**src/rtl/pc_sequencer.sv**
```systemverilog
// pc_sequencer: fetch/execute sequencer that computes the program counter's
// next value and runs the instruction-memory request/acknowledge handshake.
// Ports: Clk, Reset (async active-low), Start, CurPc (PC state in),
//   NextPc (PC load value), ImemReq/ImemAddr/ImemAck (fetch handshake),
//   InstrValid (first EXEC cycle pulse), ExecDone/BranchTaken/BranchTarget/
//   HaltReq (retire info), Halted, Fault, SeqState (IDLE=0 FETCH=1 EXEC=2
//   HALT=3).
// Optional feature macro: PC_ALIGN_CHECK_EN (faults on misaligned branch).
module pc_sequencer #(
   parameter int               WIDTH         = 32,
   parameter int               PC_STEP       = 4,
   parameter logic [WIDTH-1:0] RESET_VECTOR  = '0,
   parameter int               FETCH_TIMEOUT = 15
) (
   input  logic             Clk,
   input  logic             Reset,
   input  logic             Start,
   input  logic [WIDTH-1:0] CurPc,
   output logic [WIDTH-1:0] NextPc,
   output logic             ImemReq,
   output logic [WIDTH-1:0] ImemAddr,
   input  logic             ImemAck,
   output logic             InstrValid,
   input  logic             ExecDone,
   input  logic             BranchTaken,
   input  logic [WIDTH-1:0] BranchTarget,
   input  logic             HaltReq,
   output logic             Halted,
   output logic             Fault,
   output logic [1:0]       SeqState
);

   // Counter only has to hold 0..FETCH_TIMEOUT-1.
   localparam int CW =
      (FETCH_TIMEOUT > 1) ? $clog2(FETCH_TIMEOUT) : 1;
   localparam bit TO_EN = (FETCH_TIMEOUT > 0);
   localparam logic [CW-1:0] CNT_LAST =
      TO_EN ? CW'(FETCH_TIMEOUT - 1) : '0;

   typedef enum logic [1:0] {
      S_IDLE  = 2'd0,
      S_FETCH = 2'd1,
      S_EXEC  = 2'd2,
      S_HALT  = 2'd3
   } state_t;

   state_t          state;
   state_t          state_nx;
   logic [CW-1:0]   cnt;
   logic            timeout_hit;
   logic            misaligned;
   logic            go_fault;
   logic [WIDTH-1:0] next_pc;
   logic            instr_valid;
   logic            halted;
   logic            fault;

`ifdef PC_ALIGN_CHECK_EN
   assign misaligned = |BranchTarget[1:0];
`else
   assign misaligned = 1'b0;
`endif

   // Last allowed FETCH cycle without an ack; an ack in it still wins.
   assign timeout_hit = TO_EN && (cnt == CNT_LAST);

   always_comb begin
      state_nx = state;
      next_pc  = CurPc;
      go_fault = 1'b0;
      unique case (state)
         S_IDLE: begin
            next_pc = RESET_VECTOR;
            if (Start) state_nx = S_FETCH;
         end
         S_FETCH: begin
            if (ImemAck) begin
               state_nx = S_EXEC;
            end else if (timeout_hit) begin
               state_nx = S_HALT;
               go_fault = 1'b1;
            end
         end
         S_EXEC: begin
            if (ExecDone) begin
               if (HaltReq) begin
                  state_nx = S_HALT;
               end else if (BranchTaken && misaligned) begin
                  state_nx = S_HALT;
                  go_fault = 1'b1;
               end else if (BranchTaken) begin
                  next_pc  = BranchTarget;
                  state_nx = S_FETCH;
               end else begin
                  next_pc  = CurPc + WIDTH'(PC_STEP);
                  state_nx = S_FETCH;
               end
            end
         end
         S_HALT: begin
            if (Start) state_nx = S_IDLE;
         end
         default: begin
            state_nx = S_IDLE;
         end
      endcase
   end

   always_ff @(posedge Clk or negedge Reset) begin
      if (!Reset) begin
         state       <= S_IDLE;
         cnt         <= '0;
         instr_valid <= 1'b0;
         halted      <= 1'b0;
         fault       <= 1'b0;
      end else begin
         state       <= state_nx;
         instr_valid <= (state == S_FETCH) && ImemAck;
         halted      <= (state_nx == S_HALT);
         // Held at zero outside FETCH, so every FETCH entry starts fresh.
         if (state != S_FETCH)
            cnt <= '0;
         else if (!ImemAck && TO_EN)
            cnt <= cnt + CW'(1);
         if (go_fault)
            fault <= 1'b1;
         else if ((state == S_HALT) && Start)
            fault <= 1'b0;
      end
   end

   assign NextPc     = next_pc;
   assign ImemReq    = (state == S_FETCH);
   assign ImemAddr   = CurPc;
   assign InstrValid = instr_valid;
   assign Halted     = halted;
   assign Fault      = fault;
   assign SeqState   = state;

endmodule

```
**config.mk**
```make
export PLATFORM = sky130hd
export DESIGN_NAME = pc_sequencer
export DESIGN_NICKNAME = d
export VERILOG_FILES = /design/src/rtl/pc_sequencer.sv
export SDC_FILE = /design/constraint.sdc
export NUM_CORES = 1
export LEC_CHECK = 0
export CAP_MARGIN = 10
export CORE_ASPECT_RATIO = 0.75
export CORE_MARGIN = 1
export CORE_UTILIZATION = 25
export CTS_BUF_LIST = sky130_fd_sc_hd__clkbuf_8 sky130_fd_sc_hd__clkbuf_16
export DETAILED_ROUTE_END_ITERATION = 16
export PLACE_DENSITY = 0.59
export SLEW_MARGIN = 30
export SYNTH_ARGS = -nofsm -noshare
export SYNTH_HDL_FRONTEND = slang
export SYNTH_SLANG_ARGS = --single-unit
```
**constraint.sdc**
```tcl
create_clock -name Clk -period 2.5 [get_ports Clk]
set_clock_uncertainty 0.05 [all_clocks]
set_input_delay 0.5 -clock Clk [delete_from_list [all_inputs] [get_ports Clk]]
set_output_delay 0.5 -clock Clk [all_outputs]
set_load 0.02 [all_outputs]
```
* Yosys cells after proc, flatten, opt, wreduce, memory -nomap -nowiden
Index checks and enable logic that the tools add are counted.
** Word-level totals
- Register bits after elaboration :: 9
- Bits in latches :: 0
- Memory bits (writable) :: 0
- Memory bits (read-only) :: 0
- Output and inout port bits :: 70
- Word-level logic and storage cells :: 36
- Memories kept :: 0
** Cells by class
- $add $sub $neg :: 2
- $mul :: 0
- Div/mod/pow operators :: 0
- Magnitude comparators :: 0
- Equality and inequality tests :: 7
- Shift-type cells :: 0
- Muxes and demuxes :: 18
- Bitwise operators :: 0
- Reductions and logical operators :: 4
** Operators by type and width (count)
- $mux 32 :: 3
- $pmux 32 s2 :: 1
- $add 32x3->32 const B :: 1
- $mux 2 :: 6
- $mux 4 :: 2
- $pmux 2 s4 :: 1
- $eq 2x2->1 const B :: 3
- $mux 1 :: 5
- $add 4x1->4 const B :: 1
- $eq 4x4->1 const B :: 1
- $ne 2x1->1 const B :: 2
- $eq 2x1->1 const B :: 1
- $logic_and 1x1->1 :: 2
- $logic_not 2->1 :: 1
- $reduce_bool 2->1 :: 1

* Longest topological paths before layout
- Depth after elaboration :: 5
- Mapped depth :: 7

* Worst setup path before layout
Ideal clock, no wire load.
- Kind :: input to output
- Start point :: in CurPc[2]
- End point :: out NextPc[24]
- Arrival :: 2.262 ns
- Data required time :: 1.950 ns
- Path slack :: -0.312 ns
- Stages on the path :: 5
- Path buffers :: 0
- Cells stage by stage :: ha_1 nand3_2 nor4_4 nand3_1 o311ai_0
** Between the ends
- Word-level cells in the longest chain between the ends :: 5
** RTL lines
- start: declaration :: line 18 : input logic [WIDTH-1:0] CurPc,
- $add 32x3->32 :: line 95 : next_pc = CurPc + WIDTH'(PC_STEP);
- $mux 32 :: line 91 : end else if (BranchTaken) begin
- $mux 32 :: line 86 : if (HaltReq) begin
- $mux 32 :: line 85 : if (ExecDone) begin
- $pmux 32 s2 :: line 71 : unique case (state)
- end: declaration :: line 19 : output logic [WIDTH-1:0] NextPc,
No other way between the ends.

* Worst setup path in the final report
- Start point :: in CurPc[8]
- End point :: out NextPc[26]
Same word-level chain as after synthesis.

==> metrics.cfg <==
[synthesis]
synth_nets = 388
ys_types = 53
synthFlopType = dfrtp_1
avgSynthCellArea_um2 = 7.04
synth_seq_cells = 9
synthCells = 314
netlist_area_um2 = 2210
yosys_warnings = 0
synth-edff-count = 0
async_flop_share = 1.00
synth.yosys.seq_area_share = 0.102

[power]
power_per_cell_area_nw_per_um2 = 582
p_seq_frac = 0.090
peakVddDrop_mv = 0.640
swShare = 0.484
intPower_mw = 1.33
pwr-share-comb = 0.800
p_clk_frac = 0.109
p_leak_nw = 1.92
power_switching_mw = 1.24

[worst_setup_path]
cpPeakStageDelay_ns = 0.31
cp.arrival_ns = 1.95
crit_family = buffers and inverters
critPathRequiredTime_ns = 1.95
crit_path_end_kind = output pin
crit_path_start_kind = input port
crit_buf_inv = 4
cp_common_cell = buf_6
cp_max_fo = 7
worstPathCellList = buf_8 -> nand3_4 -> buf_6 -> nor4_4 -> buf_6 -> nand3_2 -> mux2_4 -> o21ai_4 -> buf_6
critPathKind = in -> out
cpMaxStageDelayCell = mux2_4

[drt]
wl_per_cell_um = 16.7
dr.pass1.iters = 5
first_iter_violations = 175
viasPerCell = 5.25
drc = 0
drtAntennaViolNets = 0
vias = 3220
drt_wl_total_mm = 10.2

[floorplanning]
chipWidth_um = 111
rows = 29
pin_count = 141
initial_core_util = 0.259
core_um2 = 8530
fp.dieH_um = 83.4
dieArea_um2 = 9220

[job]
cap_violations = 0

[timing]
fmax_mhz = 401
hold_slack_ns = 0.471
report.final.setup_viol = 0
fin_crit_sh = 0.998
finalMaxSlewViolations = 0
hold_viol_final = 0
min_period_ns = 2.50
worst_pin_slew_ns = 0.437
slew_headroom = 0.708
fin_tns_setup_ns = 0
grt_setup_unrepaired = true

[clock_tree]
cts_buffers = 3
cts.sinks = 9
cts_tree = done
cts_root_buf = clkbuf_16
cts.htree.levels = 1
cts_max_path_buffers = 2
insertion_delay_ns = 0.23
cts_hold_buf = 0
path_clk_slew_ns = 0.04

[final_layout]
syn_to_final_growth_pct = 99.7
final_cell_mix = 92 x buf_4, 79 x clkdlybuf4s50_1, 25 x buf_6
multi_input_area_um2 = 1840
ff_latch_area_um2 = 225
final_common_cell = buf_4
finalNetCount = 580
finalInstanceArea_um2 = 4410
drive_above_1_share = 0.398
fillers = 835
diodes = 0

[global_routing]
grt_max_degree = 15
busiest_layer = met2
grt_usage = 0.212
grt_pass1_wl_mm = 16.4
grt_pass1_vias = 3209
antenna_found_initial = 0
use_met1 = 0.283
use_met3 = 0.0438
grt_overflow_total = 0
use_met2 = 0.363

[placement]
dpl-instance-area_um2 = 4040
finalWeightedCongestion = 0.839
dp_hpwl_mm = 7.61
portBuffers = 140

[worst_hold_path]
hold_path.class = reg -> reg

[status]
outcome = finished clean

[worst min-delay path: cells and delay by family (launching register included)]
| family | cells | cell delay [ns] |
|---|---|---|
| DFF | 1 | 0.37 |
| and+or+nand+nor | 1 | 0.06 |
| AOI/OAI and AO/OA | 1 | 0.06 |
[final cells by class]
type	count	area share
Clock buffer	3	0.0170
Clock inverter	1	0.00113
Inverter	11	0.00936
Multi-Input combinational cell	242	0.417
Sequential cell	9	0.0510
Tap cell	108	0.0306
Timing Repair Buffer	239	0.474
[power by group through the flow]
stage	Combinational, mW	Sequential, mW	Clock, mW
floorplan	0.994	0.273	0
global placement	2.04	0.232	0
detailed placement	2.05	0.232	0
CTS	1.99	0.231	0.285
global route	2.20	0.237	0.298
finish	2.06	0.231	0.281
[registers in the layout (all words and copies together) (netlist names)]
| name | count |
|---|---|
| cnt | 4 |
| SeqState | 2 |
| Fault | 1 |
| Halted | 1 |
| InstrValid | 1 |
[path summary, 6_finish.rpt]
| path | cells after the start | start | slack [ns] | endpoint |
|---|---|---|---|---|
| worst max-delay path | 9 | CurPc[8] | 0.004 | NextPc[26] |
| min in group asynchronous | 1 | Reset | 0.53 | cnt[2]$_DFFE_PN0N_ |
| worst min register to register | 2 | Fault$_DFFE_PN0P_ | 0.47 | Fault$_DFFE_PN0P_ |
| worst max register to register | 6 | SeqState[0]$_DFF_PN0_ | 0.96 | Halted$_DFF_PN0_ |
| max in group asynchronous | 1 | Reset | 1.57 | SeqState[0]$_DFF_PN0_ |
| worst min-delay path | 2 | Fault$_DFFE_PN0P_ | 0.47 | Fault$_DFFE_PN0P_ |
[kinds of logic (layout without fill, tap and decap cells)]
family / Yosys count / count (layout) / synth area share
AND/OR/NAND/NOR: 107 / 108 / 0.279
multiplexers: 7 / 7 / 0.0345
flip-flops: 9 / 9 / 0.102
XOR/XNOR: 11 / 11 / 0.0436
buffers and inverters: 64 / 254 / 0.173
AO/OA/AOI/OAI: 113 / 113 / 0.352
adder cells (fa/ha/maj): 3 / 3 / 0.0170
[repair_timing]
item,in CTS,in global routing
setup buffers,10,5
pin swaps,23,23
gates resized for setup,258,67
setup endpoints to repair,32,30
cloned,2,0
[cell usage after synthesis (3+ instances only)]
master	instances	area (um2)
nand4_1	10	62.6
nor2_1	25	93.8
nor3_1	10	50.1
o211ai_1	6	45.0
o2bb2ai_1	3	26.3
nand2b_1	3	18.8
and4_1	3	26.3
and3_1	6	37.5
a21oi_1	16	80.1
a31oi_1	4	25.0
xor2_1	9	78.8
dfrtp_1	9	225
buf_4	32	240
o21ai_0	31	155
nand3_1	10	50.1
a22o_1	24	210
o22a_1	3	26.3
mux2i_1	5	50.1
nand2_1	19	71.3
buf_2	3	15.0
nor2b_1	3	18.8
or3_1	3	18.8
a22oi_1	13	97.6
clkbuf_1	12	45.0
ha_1	3	37.5
buf_1	4	15.0
inv_1	11	41.3
[metal layers]
layer / wire, um / vias to the layer above
met4: 23 / 0
met1: 4670 / 1536
li1: - / 1548
met3: 705 / 4
met2: 4830 / 132
met5: 0 / -
[stage by stage]
| step | instances | setup slack (ns) | power (mW) | util |
|---|---|---|---|---|
| 5_1_grt | 613 | -0.0766 | 2.73 | 0.517 |
| 6_report | 613 | 0.00383 | 2.57 | 0.517 |
| 4_1_cts | 609 | -0.0102 | 2.51 | 0.503 |
| 3_3_place_gp | 593 | -1.02 | 2.27 | 0.473 |
| 2_1_floorplan | 314 | -0.0690 | 1.27 | - |
| 3_5_place_dp | 593 | -1.07 | 2.28 | 0.473 |
Power figures use the tool's default switching activity.
